### src/rtl/mips_pkg.sv
// Shared encodings for the multicycle MIPS32 control path: opcodes, funct codes,
// FSM state encoding and datapath mux select codes.
package mips_pkg;

  typedef enum logic [3:0] {
    S_FETCH  = 4'd0,
    S_DECODE = 4'd1,
    S_MEMADR = 4'd2,
    S_MEMRD  = 4'd3,
    S_MEMWB  = 4'd4,
    S_MEMWR  = 4'd5,
    S_RTEXEC = 4'd6,
    S_ALUWB  = 4'd7,
    S_BRANCH = 4'd8,
    S_IMMEX  = 4'd9,
    S_IMMWB  = 4'd10,
    S_JUMP   = 4'd11,
    S_JAL    = 4'd12,
    S_JR     = 4'd13,
    S_TRAP   = 4'd14
  } state_e;

  localparam logic [5:0] OP_RTYPE = 6'b000000;
  localparam logic [5:0] OP_J     = 6'b000010;
  localparam logic [5:0] OP_JAL   = 6'b000011;
  localparam logic [5:0] OP_BEQ   = 6'b000100;
  localparam logic [5:0] OP_ADDI  = 6'b001000;
  localparam logic [5:0] OP_SLTI  = 6'b001010;
  localparam logic [5:0] OP_ANDI  = 6'b001100;
  localparam logic [5:0] OP_ORI   = 6'b001101;
  localparam logic [5:0] OP_LW    = 6'b100011;
  localparam logic [5:0] OP_SW    = 6'b101011;

  localparam logic [5:0] FN_JR    = 6'b001000;

  localparam logic [1:0] ALU_ADD   = 2'b00;
  localparam logic [1:0] ALU_SUB   = 2'b01;
  localparam logic [1:0] ALU_FUNCT = 2'b10;
  localparam logic [1:0] ALU_IMM   = 2'b11;

  localparam logic [1:0] PC_ALU    = 2'b00;
  localparam logic [1:0] PC_ALUOUT = 2'b01;
  localparam logic [1:0] PC_JUMP   = 2'b10;
  localparam logic [1:0] PC_REG    = 2'b11;

  localparam logic [1:0] RD_RT = 2'b00;
  localparam logic [1:0] RD_RD = 2'b01;
  localparam logic [1:0] RD_RA = 2'b10;

  localparam logic [1:0] MTR_ALU = 2'b00;
  localparam logic [1:0] MTR_MEM = 2'b01;
  localparam logic [1:0] MTR_PC  = 2'b10;

  localparam logic [1:0] ASB_REG   = 2'b00;
  localparam logic [1:0] ASB_FOUR  = 2'b01;
  localparam logic [1:0] ASB_IMM   = 2'b10;
  localparam logic [1:0] ASB_SHIMM = 2'b11;

  typedef struct packed {
    logic       pc_write;
    logic       pc_write_cond;
    logic       ir_write;
    logic       iord;
    logic       mem_read;
    logic       mem_write;
    logic       reg_write;
    logic       alu_src_a;
    logic       sign_or_zero;
    logic       instr_done;
    logic       illegal;
    logic [1:0] reg_dst;
    logic [1:0] mem_to_reg;
    logic [1:0] alu_src_b;
    logic [1:0] alu_op;
    logic [1:0] pc_src;
  } ctrl_sig_t;

  // Logical immediates take a zero-extended operand, arithmetic ones sign-extended.
  function automatic logic imm_sign_extends(input logic [5:0] op);
    return !((op == OP_ANDI) || (op == OP_ORI));
  endfunction

endpackage

### src/rtl/mips_mc_ctrl_if.sv
// Control bundle between the multicycle controller (master) and the shared
// datapath (slave).
interface mips_mc_ctrl_if;
  logic [5:0] opcode;
  logic [5:0] funct;
  logic       mem_ready;
  logic       pc_write;
  logic       pc_write_cond;
  logic       ir_write;
  logic       iord;
  logic       mem_read;
  logic       mem_write;
  logic       reg_write;
  logic       alu_src_a;
  logic       sign_or_zero;
  logic [1:0] reg_dst;
  logic [1:0] mem_to_reg;
  logic [1:0] alu_src_b;
  logic [1:0] alu_op;
  logic [1:0] pc_src;
  logic       instr_done;
  logic       illegal;
  logic [3:0] state;

  modport master (
    input  opcode, funct, mem_ready,
    output pc_write, pc_write_cond, ir_write, iord, mem_read, mem_write,
           reg_write, alu_src_a, sign_or_zero, reg_dst, mem_to_reg,
           alu_src_b, alu_op, pc_src, instr_done, illegal, state
  );

  modport slave (
    output opcode, funct, mem_ready,
    input  pc_write, pc_write_cond, ir_write, iord, mem_read, mem_write,
           reg_write, alu_src_a, sign_or_zero, reg_dst, mem_to_reg,
           alu_src_b, alu_op, pc_src, instr_done, illegal, state
  );
endinterface

### src/rtl/mips_mc_outdec.sv
// Output decoder for the multicycle controller: Moore strobes per state, with
// the memory-completion strobes gated by mem_ready. JAL/JR decode only when
// MIPS_MC_JAL_JR_EN is defined.
module mips_mc_outdec
  import mips_pkg::*;
(
  input  state_e     state,
  input  logic [5:0] opcode,
  input  logic       mem_ready,
  output ctrl_sig_t  sig
);

  always_comb begin
    sig = '0;
    case (state)
      S_FETCH: begin
        sig.mem_read  = 1'b1;
        sig.alu_src_b = ASB_FOUR;
        sig.ir_write  = mem_ready;
        sig.pc_write  = mem_ready;
      end
      S_DECODE: sig.alu_src_b = ASB_SHIMM;
      S_MEMADR: begin
        sig.alu_src_a    = 1'b1;
        sig.alu_src_b    = ASB_IMM;
        sig.sign_or_zero = 1'b1;
      end
      S_MEMRD: begin
        sig.mem_read = 1'b1;
        sig.iord     = 1'b1;
      end
      S_MEMWB: begin
        sig.reg_write  = 1'b1;
        sig.reg_dst    = RD_RT;
        sig.mem_to_reg = MTR_MEM;
        sig.instr_done = 1'b1;
      end
      // A store only finishes on the cycle memory accepts it.
      S_MEMWR: begin
        sig.mem_write  = 1'b1;
        sig.iord       = 1'b1;
        sig.instr_done = mem_ready;
      end
      S_RTEXEC: begin
        sig.alu_src_a = 1'b1;
        sig.alu_src_b = ASB_REG;
        sig.alu_op    = ALU_FUNCT;
      end
      S_ALUWB: begin
        sig.reg_write  = 1'b1;
        sig.reg_dst    = RD_RD;
        sig.mem_to_reg = MTR_ALU;
        sig.instr_done = 1'b1;
      end
      S_IMMEX: begin
        sig.alu_src_a    = 1'b1;
        sig.alu_src_b    = ASB_IMM;
        sig.alu_op       = ALU_IMM;
        sig.sign_or_zero = imm_sign_extends(opcode);
      end
      S_IMMWB: begin
        sig.reg_write  = 1'b1;
        sig.reg_dst    = RD_RT;
        sig.instr_done = 1'b1;
      end
      S_BRANCH: begin
        sig.alu_src_a     = 1'b1;
        sig.alu_op        = ALU_SUB;
        sig.pc_write_cond = 1'b1;
        sig.pc_src        = PC_ALUOUT;
        sig.instr_done    = 1'b1;
      end
      S_JUMP: begin
        sig.pc_write   = 1'b1;
        sig.pc_src     = PC_JUMP;
        sig.instr_done = 1'b1;
      end
`ifdef MIPS_MC_JAL_JR_EN
      S_JAL: begin
        sig.pc_write   = 1'b1;
        sig.pc_src     = PC_JUMP;
        sig.reg_write  = 1'b1;
        sig.reg_dst    = RD_RA;
        sig.mem_to_reg = MTR_PC;
        sig.instr_done = 1'b1;
      end
      S_JR: begin
        sig.pc_write   = 1'b1;
        sig.pc_src     = PC_REG;
        sig.instr_done = 1'b1;
      end
`endif
      S_TRAP:  sig.illegal = 1'b1;
      default: sig = '0;
    endcase
  end

endmodule

### src/rtl/mips_mc_ctrl.sv
// Multicycle MIPS32 control FSM: state register and next-state sequencing over
// the shared datapath. MIPS_MC_JAL_JR_EN adds the JAL and JR instruction flows.
module mips_mc_ctrl
  import mips_pkg::*;
(
  input  logic           clk,
  input  logic           reset,
  mips_mc_ctrl_if.master bus
);

  state_e    state_q;
  state_e    state_d;
  ctrl_sig_t sig;

  function automatic state_e decode_next(input logic [5:0] op, input logic [5:0] fn);
    state_e nxt;
    nxt = S_TRAP;
    case (op)
      OP_LW, OP_SW: nxt = S_MEMADR;
`ifdef MIPS_MC_JAL_JR_EN
      OP_RTYPE: nxt = (fn == FN_JR) ? S_JR : S_RTEXEC;
      OP_JAL:   nxt = S_JAL;
`else
      OP_RTYPE: nxt = (fn == FN_JR) ? S_TRAP : S_RTEXEC;
`endif
      OP_BEQ:   nxt = S_BRANCH;
      OP_ADDI, OP_ANDI, OP_ORI, OP_SLTI: nxt = S_IMMEX;
      OP_J:     nxt = S_JUMP;
      default:  nxt = S_TRAP;
    endcase
    return nxt;
  endfunction

  always_ff @(posedge clk or negedge reset) begin
    if (!reset) state_q <= S_FETCH;
    else        state_q <= state_d;
  end

  // Memory states stall on mem_ready; TRAP only leaves through reset.
  always_comb begin
    state_d = state_q;
    case (state_q)
      S_FETCH:  if (bus.mem_ready) state_d = S_DECODE;
      S_DECODE: state_d = decode_next(bus.opcode, bus.funct);
      S_MEMADR: state_d = (bus.opcode == OP_LW) ? S_MEMRD : S_MEMWR;
      S_MEMRD:  if (bus.mem_ready) state_d = S_MEMWB;
      S_MEMWR:  if (bus.mem_ready) state_d = S_FETCH;
      S_RTEXEC: state_d = S_ALUWB;
      S_IMMEX:  state_d = S_IMMWB;
      S_MEMWB, S_ALUWB, S_IMMWB, S_BRANCH, S_JUMP: state_d = S_FETCH;
`ifdef MIPS_MC_JAL_JR_EN
      S_JAL, S_JR: state_d = S_FETCH;
`endif
      S_TRAP:   state_d = S_TRAP;
      default:  state_d = S_TRAP;
    endcase
  end

  mips_mc_outdec u_outdec (
    .state     (state_q),
    .opcode    (bus.opcode),
    .mem_ready (bus.mem_ready),
    .sig       (sig)
  );

  assign bus.pc_write      = sig.pc_write;
  assign bus.pc_write_cond = sig.pc_write_cond;
  assign bus.ir_write      = sig.ir_write;
  assign bus.iord          = sig.iord;
  assign bus.mem_read      = sig.mem_read;
  assign bus.mem_write     = sig.mem_write;
  assign bus.reg_write     = sig.reg_write;
  assign bus.alu_src_a     = sig.alu_src_a;
  assign bus.sign_or_zero  = sig.sign_or_zero;
  assign bus.reg_dst       = sig.reg_dst;
  assign bus.mem_to_reg    = sig.mem_to_reg;
  assign bus.alu_src_b     = sig.alu_src_b;
  assign bus.alu_op        = sig.alu_op;
  assign bus.pc_src        = sig.pc_src;
  assign bus.instr_done    = sig.instr_done;
  assign bus.illegal       = sig.illegal;
  assign bus.state         = state_q;

endmodule

### src/flat_wrapper.sv
// flat-port wrapper written by rule: the top's interface ports become plain ports
module mips_mc_ctrl_flat import mips_pkg::*;
  (clk, reset, bus_opcode, bus_funct, bus_mem_ready, bus_pc_write, bus_pc_write_cond, bus_ir_write, bus_iord, bus_mem_read, bus_mem_write, bus_reg_write, bus_alu_src_a, bus_sign_or_zero, bus_reg_dst, bus_mem_to_reg, bus_alu_src_b, bus_alu_op, bus_pc_src, bus_instr_done, bus_illegal, bus_state);
  mips_mc_ctrl_if bus_i ();
  input  logic clk;
  input  logic reset;
  input wire logic [$bits(bus_i.opcode)-1:0] bus_opcode;
  input wire logic [$bits(bus_i.funct)-1:0] bus_funct;
  input wire logic [$bits(bus_i.mem_ready)-1:0] bus_mem_ready;
  output wire logic [$bits(bus_i.pc_write)-1:0] bus_pc_write;
  output wire logic [$bits(bus_i.pc_write_cond)-1:0] bus_pc_write_cond;
  output wire logic [$bits(bus_i.ir_write)-1:0] bus_ir_write;
  output wire logic [$bits(bus_i.iord)-1:0] bus_iord;
  output wire logic [$bits(bus_i.mem_read)-1:0] bus_mem_read;
  output wire logic [$bits(bus_i.mem_write)-1:0] bus_mem_write;
  output wire logic [$bits(bus_i.reg_write)-1:0] bus_reg_write;
  output wire logic [$bits(bus_i.alu_src_a)-1:0] bus_alu_src_a;
  output wire logic [$bits(bus_i.sign_or_zero)-1:0] bus_sign_or_zero;
  output wire logic [$bits(bus_i.reg_dst)-1:0] bus_reg_dst;
  output wire logic [$bits(bus_i.mem_to_reg)-1:0] bus_mem_to_reg;
  output wire logic [$bits(bus_i.alu_src_b)-1:0] bus_alu_src_b;
  output wire logic [$bits(bus_i.alu_op)-1:0] bus_alu_op;
  output wire logic [$bits(bus_i.pc_src)-1:0] bus_pc_src;
  output wire logic [$bits(bus_i.instr_done)-1:0] bus_instr_done;
  output wire logic [$bits(bus_i.illegal)-1:0] bus_illegal;
  output wire logic [$bits(bus_i.state)-1:0] bus_state;
  assign bus_i.opcode = bus_opcode;
  assign bus_i.funct = bus_funct;
  assign bus_i.mem_ready = bus_mem_ready;
  assign bus_pc_write = bus_i.pc_write;
  assign bus_pc_write_cond = bus_i.pc_write_cond;
  assign bus_ir_write = bus_i.ir_write;
  assign bus_iord = bus_i.iord;
  assign bus_mem_read = bus_i.mem_read;
  assign bus_mem_write = bus_i.mem_write;
  assign bus_reg_write = bus_i.reg_write;
  assign bus_alu_src_a = bus_i.alu_src_a;
  assign bus_sign_or_zero = bus_i.sign_or_zero;
  assign bus_reg_dst = bus_i.reg_dst;
  assign bus_mem_to_reg = bus_i.mem_to_reg;
  assign bus_alu_src_b = bus_i.alu_src_b;
  assign bus_alu_op = bus_i.alu_op;
  assign bus_pc_src = bus_i.pc_src;
  assign bus_instr_done = bus_i.instr_done;
  assign bus_illegal = bus_i.illegal;
  assign bus_state = bus_i.state;
  mips_mc_ctrl u_core (.clk(clk), .reset(reset), .bus(bus_i));
endmodule
### config.mk
export PLATFORM = sky130hd
export DESIGN_NAME = mips_mc_ctrl_flat
export DESIGN_NICKNAME = d
export VERILOG_FILES = /design/src/rtl/mips_pkg.sv /design/src/rtl/mips_mc_ctrl_if.sv /design/src/rtl/mips_mc_outdec.sv /design/src/rtl/mips_mc_ctrl.sv /design/src/flat_wrapper.sv
export SDC_FILE = /design/constraint.sdc
export NUM_CORES = 1
export LEC_CHECK = 0
export ABC_AREA = 1
export ABC_CLOCK_PERIOD_IN_PS = 1300
export BUFFER_PORTS_ARGS = -buffer_cell sky130_fd_sc_hd__buf_2
export CORE_MARGIN = 2
export CORE_UTILIZATION = 38
export DETAILED_ROUTE_END_ITERATION = 6
export GPL_TIMING_DRIVEN = 0
export HOLD_SLACK_MARGIN = 0.08
export PLACE_DENSITY = 0.77
export SYNTH_ARGS = -nofsm -noshare
export SYNTH_HDL_FRONTEND = slang
export SYNTH_SLANG_ARGS = --single-unit
### constraint.sdc
create_clock -name clk -period 1.3 [get_ports clk]
set_input_delay 0.195 -clock clk [delete_from_list [all_inputs] [get_ports clk]]
set_output_delay 0.195 -clock clk [all_outputs]
set_load 0.02 [all_outputs]
; Yosys cells after proc, flatten, opt, wreduce, memory -nomap -nowiden
; Cells that the tools add are included.
[classes]
n_addsub = 0
n_mul = 0
div = 0
magnitude_cmp = 0
n_eq_ne = 24
n_shift = 0
muxes = 23
bitwise = 0
reduce_logical = 13
[op_table]
columns = op, count
row1 = $pmux W4 S8, 1
row2 = $eq A6 B4 Y1 const B, 5
row3 = $eq A4 B4 Y1 const B, 5
row4 = $pmux W4 S5, 1
row5 = $eq A4 B3 Y1 const B, 4
row6 = $mux W4, 4
row7 = $eq A6 B6 Y1 const B, 2
row8 = $pmux W2 S3, 2
row9 = $mux W1, 10
row10 = $eq A4 B2 Y1 const B, 2
row11 = $reduce_or A2 Y1, 4
row12 = $reduce_or A4 Y1, 2
row13 = $eq A6 B2 Y1 const B, 1
row14 = $eq A6 B3 Y1 const B, 1
row15 = $logic_not A6 Y1, 1
row16 = $ne A2 B2 Y1 const B, 3
row17 = $pmux W1 S2, 3
row18 = $reduce_or A5 Y1, 1
row19 = $eq A4 B1 Y1 const B, 1
row20 = $logic_not A4 Y1, 1
row21 = $pmux W2 S2, 1
row22 = $mux W3, 1
row23 = $reduce_and A3 Y1, 1
row24 = $reduce_or A3 Y1, 1
row25 = other kinds (2), 2
[totals]
register_bits = 4
latch_bits = 0
mem_bits_rw = 0
rom_bits = 0
inputBits = 15
out_inout_bits = 25
n_memories = 0

; Depth between registers and ports, before layout
; Gate-level depths: netlist (run 1).
[logic_depth]
word_depth = 4
mapped_depth = 8
ltp_nobuf = 8

; Cells and area by module
; Synthesis (run 1) repeated with hierarchy kept, for this count alone.
[hier_totals]
hier_cells = 143
area_unflattened_um2 = 735.7
[modules_own_cells]
columns = module, instances, cells_each, area_each_um2, seq_area_each_um2
row1 = mips_mc_ctrl, 1, 89, 478.0, 100.1
row2 = mips_mc_outdec, 1, 54, 257.7, 0.0

; Least setup slack after synthesis (run 1)
; No wires, ideal clock.
[synth_timing]
path_kind = register -> output
startpoint = register u_core.state_q[1] (netlist: u_core.bus.state[1])
endpoint = output bus_instr_done
arrival_time_ns = 1.472
required_time_ns = 1.105
slack_ns = -0.367
stages_incl_launch_ff = 6
path_buffers = 0
cell_sequence = dfrtp_1 inv_1 nand2_2 nor2_2 inv_1 o211ai_1
[synth_between]
elab_chain_cells = 3
elab_cells_between_ends = 8
[synth_lines]
columns = element, line_no
row1 = start: declaration, mips_mc_ctrl.sv:11  ; state_e state_q;
row2 = start signal: assignment, mips_mc_ctrl.sv:36  ; else state_q <= state_d;
row3 = $eq A4 B3 Y1 / $eq A4 B4 Y1 (equally long branches), mips_mc_outdec.sv:15  ; case (state)
row4 = $reduce_or A5 Y1 (no source line), --
row5 = $pmux W1 S2 (*), mips_mc_outdec.sv:15
row6 = end: declaration, flat_wrapper.sv:24  ; output wire logic [$bits(bus_i.instr_done)-1:0] bus_instr_done;
; Mark *: on every way between the ends. The rest lies on a longest branch, timed or not.

; Worst setup path in the final report (run 1)
; Same ends and word-level chain as after synthesis.

==> impl_metrics.toml, run 1 <==
[worst_setup_path]
worst_r2r_path_depth = 8
worst-path-max-fanout = 7
reg2reg_setup_slack_ns = -0.26
timing.critical_path.to_type = "primary output"
critical_path.reg2reg.endpoint = "u_core.bus.state[2]"
startpoint_of_the_worst_register_to_register_path = "u_core.bus.state[3]"
setup.worst_path.start = "u_core.bus.state[1]"
critPathMaxStageDelay_ns = 0.46
worst_ep_arrival_time_ns = 1.48
end_point_of_the_critical_path = "bus_instr_done"
setup.worst_path.class = "reg -> out"
cp.required_ns = 1.11
timing.critical_path.mode_cell = "sky130_fd_sc_hd__inv_2"
cp-start-kind = "flop"
critPathSlowestCell = "sky130_fd_sc_hd__dfrtp_2"
worstPathCellList = "inv_2, nand2_4, nor2_4, inv_2, o211ai_1, buf_4"

[clock_tree]
clkLatencyLatePin_ns = 0.24
htreeDepth = 1
cts_num_sinks = 4
cts_tree = "built"
clock_tree.root_cell = "sky130_fd_sc_hd__clkbuf_4"
cts.path.max_buffers = 2
cts_buffers = 3
clk_pin_slew_ns = 0.04

[global_routing]
grt_max_degree = 8
global_route.overflow_total = 0
first_global_vias = 857
grt_antenna_before_repair = 0
grt_pass1_wl_um = 3460
groute.usage.overall_pct = 23.5

[worst_hold_path]
timing.hold.worst.class = "in -> async"

[route]
antenna_left = 0
detail_route.drc_violations = 0
drt_pre_antenna_iters = 4
detail_route.wirelength_um = 2890
wl_per_cell_um = 15.3
detail_route.iter0.violations = 37
route.vias.total = 1048
via_per_inst = 5.54

[power_and_ir_drop]
combPwrFrac_pct = 20.9
pwr-share-seq_pct = 34.9
irDropWorstVdd_v = 0.000336
power_frac_clock_pct = 44.3
power_leakage_nw = 0.626
internal-power_w = 0.000261
switching_share_pct = 27.2
pwr_density_cell_nw_per_um2 = 307
post-layout-total-power_w = 0.000358
power_switching_w = 0.0000976

[sta]
fmax_mhz = 598
fin_skew_ns = 0.00400
hold_slack_ns = 0.280
post-route-min-period_ns = 1.67
final.setup.tns_ns = -5.37
setup_repair_after_global_routing_missed_its_margin = "true"
slew_violations = 0
least_setup_slack_across_all_paths_after_layout_ns = -0.371
setup_viol_count_final = 22
part_of_the_cycle_the_worst_path_needs_pct = 129
hold_viol = 0

[synthesis]
syn_avg_cell_area_um2 = 5.27
async_set_reset_flop_share_out_of_synthesis_pct = 100
ys_seq_area_share_pct = 16.8
post_synth_edffs = 0
synth_cells = 113
synth_top_area_share_pct = 18.3
yosys_register_bits = 4
yosys_warnings = 0
synth_top_cells_by_area = "sky130_fd_sc_hd__nor2_1, sky130_fd_sc_hd__dfrtp_1, sky130_fd_sc_hd__nand2_1"
netlist_top_cells_count = "sky130_fd_sc_hd__nor2_1, sky130_fd_sc_hd__nand2_1, sky130_fd_sc_hd__inv_1"
yosys.cell_count.top_type = "sky130_fd_sc_hd__nor2_1"
synth-main-ff-cell = "sky130_fd_sc_hd__dfrtp_1"
synthDominantAreaCellType = "sky130_fd_sc_hd__nor2_1"
post_synth_cell_types = 21
mappedNetlistArea_um2 = 596

[floorplanning]
floorplan.io_pins = 40
core-area_um2 = 1490
initial_utilization_pct = 40.0
die_area_um2 = 1900
die_height_um = 43.6
floorplan.rows = 14
dieWidth_um = 43.6

[cells_and_area]
n_diodes = 0
final_layout_size_suffix_gt1_share_pct = 56.6
layout.filler_cells = 85
fin_nets = 190
largest_register_ff_count = 4
syn_to_final_growth_pct = 96.2

[placement]
dpl_worst_slack_ns = -0.230
dp_hpwl_um = 1380
gp_routability_congestion = 0.862
io_buffers = 37

[outcome]
run_status = "finished, violations left"
violations_in_the_final_reports = "setup timing"

[flow_run]
max_cap_viol_count = 0
## cell families (layout without fill, tap and decap cells)
family          Yosys count  after routing  share of synthesized area [%]
compound gates           17             17                           16.8
flops                     4              4                           16.8
other cells               1              2                          0.630
buf+inv                  21             80                           15.1
simple gates             70             70                           50.6
## worst max-delay path, delay by kind of cell (launching register included)
family | cells | cell delay (ns)
flops | 1 | 0.46
buf+inv | 3 | 0.36
simple gates | 2 | 0.23
compound gates | 1 | 0.18
## final cells by class
| class | count | area, um2 | area share (%) |
|---|---|---|---|
| Buffer | 3 | 22.5 | 1.93 |
| Clock buffer | 3 | 22.5 | 1.93 |
| Inverter | 18 | 67.6 | 5.78 |
| Multi-Input combinational cell | 89 | 514 | 44.0 |
| Sequential cell | 4 | 105 | 8.99 |
| Tap cell | 16 | 20.0 | 1.71 |
| Timing Repair Buffer | 56 | 417 | 35.7 |
## layer usage
metal,global-route usage (%),up-vias,share of wire [%]
met3,1.67,20,7.3
li1,-,470,-
met5,0,-,0
met1,25.4,480,38
met2,44.4,78,50
met4,12.7,0,4.3
## cells in the final DEF (no fill, tap or decap)
cell type	Yosys	routed
sky130_fd_sc_hd__buf_4	3	23
sky130_fd_sc_hd__buf_2	0	22
sky130_fd_sc_hd__nor2_1	29	20
sky130_fd_sc_hd__nand2_1	24	17
sky130_fd_sc_hd__buf_6	0	13
sky130_fd_sc_hd__inv_1	16	11
sky130_fd_sc_hd__inv_2	2	7
sky130_fd_sc_hd__nand3_1	7	7
sky130_fd_sc_hd__nor2_4	1	6
sky130_fd_sc_hd__nor2_2	2	6
sky130_fd_sc_hd__nand2_2	4	6
sky130_fd_sc_hd__nand2_4	0	5
sky130_fd_sc_hd__a21oi_1	5	5
sky130_fd_sc_hd__dfrtp_2	0	4
sky130_fd_sc_hd__clkbuf_4	0	3
sky130_fd_sc_hd__o211ai_1	2	2
sky130_fd_sc_hd__o21ai_2	1	2
sky130_fd_sc_hd__o21ai_1	1	2
sky130_fd_sc_hd__o21ai_0	5	2
sky130_fd_sc_hd__o21bai_1	2	2
sky130_fd_sc_hd__conb_1	1	2
sky130_fd_sc_hd__nand3b_1	1	1
sky130_fd_sc_hd__o22ai_1	1	1
sky130_fd_sc_hd__o21ai_4	0	1
sky130_fd_sc_hd__nor3_1	1	1
sky130_fd_sc_hd__nand4_1	1	1
sky130_fd_sc_hd__dlygate4sd3_1	0	1
## worst min path at each step
stage | startpoint | end | depth (start not counted)
floorplan | reset | u_core.bus.state[0] | 0
global placement | reset | u_core.bus.state[1] | 1
detailed placement | reset | u_core.bus.state[1] | 1
CTS | reset | u_core.bus.state[1] | 2
global route | reset | u_core.bus.state[1] | 2
finish | reset | u_core.bus.state[1] | 2
## through the flow
stage,std cells,utilization [%],area [um2]
after floorplan,114,-,636
after global routing,189,78.5,1170
after detailed placement,167,56.5,841
after CTS,182,70.7,1050
final,189,78.5,1170
after global placement,167,56.5,841
## power by group through the flow
stage | Clock [W] | Combinational, W | Sequential [W]
after CTS | 0.000157 | 0.0000725 | 0.000125
after global placement | 0 | 0.0000671 | 0.000127
after detailed placement | 0 | 0.0000691 | 0.000127
after global routing | 0.000178 | 0.0000847 | 0.000125
after floorplan | 0 | 0.0000374 | 0.000127
final | 0.000159 | 0.0000748 | 0.000125
## repair_timing
action / CTS / global route
endpoints found under the setup margin: 21 / 22
setup buffers: 11 / 7
hold buffers: 1 / 0
pin swaps: 11 / 9
resized for setup: 31 / 19
gates cloned: 0 / 0
endpoints found under the hold margin: 4 / 0
(Power assumes the default switching activity.)
==> run 2, diff against run 1 <==
==> constraint.sdc (replaced) <==
create_clock -name clk -period 1.3 [get_ports clk]
set_input_delay 0.26 -clock clk [delete_from_list [all_inputs] [get_ports clk]]
set_output_delay 0.26 -clock clk [all_outputs]
set_load 0.02 [all_outputs]
==> run 2 against run 1 <==
  * The run still ends with setup timing left
  * Clock skew barely moved
  * Non-clock buffer count up 1
  * Routed wire length grew 1.8%
  * Worst setup slack got worse by 0.046 ns
  * Fmax decreased by 2.7%
  * Register-to-register slack gained 0.03 ns
==> impl_metrics.toml, run 2 (synthesized netlist as in run 1, its figures left out) <==
[sta]
final.setup.tns_ns = -6.19
fin_skew_ns = 0.00370
setup_viol_count_final = 24
setup_repair_after_global_routing_missed_its_margin = "true"
least_setup_slack_across_all_paths_after_layout_ns = -0.418
slew_violations = 0
fmax_mhz = 582
hold_viol = 0
post-route-min-period_ns = 1.72
part_of_the_cycle_the_worst_path_needs_pct = 132

[cells_and_area]
largest_register_ff_count = 4
layout_common_cells = "sky130_fd_sc_hd__buf_4, sky130_fd_sc_hd__buf_2, sky130_fd_sc_hd__nand2_1, sky130_fd_sc_hd__nor2_1, sky130_fd_sc_hd__buf_6"
mostFrequentLayoutCell = "sky130_fd_sc_hd__buf_4"
stdcell_area_um2 = 1250
syn_to_final_growth_pct = 111
final_layout_size_suffix_gt1_share_pct = 59.2
n_diodes = 0
fin_nets = 191

[worst_setup_path]
critical_path.reg2reg.endpoint = "u_core.bus.state[1]"
cp.required_ns = 1.04
setup.worst_path.start = "u_core.bus.state[0]"
worst-path-max-fanout = 5
setup.worst_path.class = "reg -> out"
startpoint_of_the_worst_register_to_register_path = "u_core.bus.state[1]"
timing.critical_path.to_type = "primary output"
worst_r2r_path_depth = 8
worst_ep_arrival_time_ns = 1.46
cp-start-kind = "flop"
reg2reg_setup_slack_ns = -0.23

[power_and_ir_drop]
post-layout-total-power_w = 0.000361
irDropWorstVdd_v = 0.000449
power_leakage_nw = 0.656
pwr_density_cell_nw_per_um2 = 288

[outcome]
violations_in_the_final_reports = "setup timing"
run_status = "finished, violations left"

[floorplanning]
die_height_um = 43.6
floorplan.rows = 14
core-area_um2 = 1490
initial_utilization_pct = 40.0
floorplan.io_pins = 40
die_area_um2 = 1900
dieWidth_um = 43.6

[route]
route.vias.total = 1045
detail_route.wirelength_um = 2950
detail_route.drc_violations = 0
detail_route.iter0.violations = 53
via_per_inst = 5.50
drt_pre_antenna_iters = 4
wl_per_cell_um = 15.5
antenna_left = 0

[clock_tree]
clk_pin_slew_ns = 0.04
cts_num_sinks = 4
cts_buffers = 3
cts_tree = "built"
clock_tree.root_cell = "sky130_fd_sc_hd__clkbuf_4"
htreeDepth = 1
cts.path.max_buffers = 2
clkLatencyLatePin_ns = 0.24

[placement]
dp_hpwl_um = 1400
io_buffers = 37
place_area_um2 = 850
gp_routability_congestion = 0.854

[global_routing]
global_route.overflow_total = 0
first_global_vias = 814
groute.usage.overall_pct = 22.2
grt_max_degree = 8
grt_pass1_wl_um = 3200
grt_antenna_before_repair = 0

[worst_hold_path]
timing.hold.worst.class = "in -> async"

[flow_run]
max_cap_viol_count = 0
## run 2: changes by cell type in the layout (fill, tap and decap cells not counted), sizes merged
cell	before	now
buf	58	59
## run 2: area by class of cell
type / count / area [um2]
Timing Repair Buffer: 57 / 445
Fill cell: 83 / 235
Multi-Input combinational cell: 89 / 568
Inverter: 18 / 70.1
Tap cell: 16 / 20.0
Clock buffer: 3 / 22.5
Sequential cell: 4 / 105
Buffer: 3 / 22.5
## run 2: routing by layer
| metal | track usage (%) | up-vias | routed length, um |
|---|---|---|---|
| met5 | 0 | - | 0 |
| met4 | 7.27 | 0 | 97 |
| met3 | 5.83 | 16 | 348 |
| met2 | 41.5 | 92 | 1480 |
| met1 | 23.7 | 461 | 1020 |
| li1 | - | 476 | - |
## run 2: worst max path at each step
stage,end,cells past startpoint
floorplan,bus_instr_done,5
global placement,bus_sign_or_zero,6
detailed placement,bus_sign_or_zero,6
CTS,bus_instr_done,6
global route,bus_alu_src_a,6
finish,bus_alu_src_a,6
## run 2: power by group
| group | switching [W] | internal, W |
|---|---|---|
| clock | 0.0000566 | 0.000104 |
| sequential | 0 | 0.000125 |
| combinational | 0.0000436 | 0.0000325 |
| total | 0.000100 | 0.000261 |
## run 2: critical path, cell delays in order, from the launching register on
cell	delay, ns
sky130_fd_sc_hd__dfrtp_2	0.46
sky130_fd_sc_hd__inv_2	0.08
sky130_fd_sc_hd__nand2_4	0.13
sky130_fd_sc_hd__nor2_4	0.07
sky130_fd_sc_hd__nor2_1	0.20
sky130_fd_sc_hd__o21ai_1	0.11
sky130_fd_sc_hd__buf_4	0.17
## run 2: timing repair
item / 4_1_cts / 5_1_grt
hold buffers: 1 / 0
resized for setup: 35 / 30
cloned: 0 / 0
buffers inserted: 7 / 14
pin swaps: 2 / 12
endpoints found under the setup margin: 22 / 22
endpoints found under the hold margin: 4 / 0
## run 2: metrics by stage
step | instances | hold slack [ns] | utilization [%] | setup WS (ns)
CTS | 178 | 0.323 | 70.7 | -0.335
global placement | 167 | 0.0639 | 57.1 | -0.303
detailed placement | 167 | 0.0671 | 57.1 | -0.344
global route | 190 | 0.356 | 84.2 | -0.454
floorplan | 114 | -0.0356 | - | -0.242
finish | 190 | 0.355 | 84.2 | -0.418
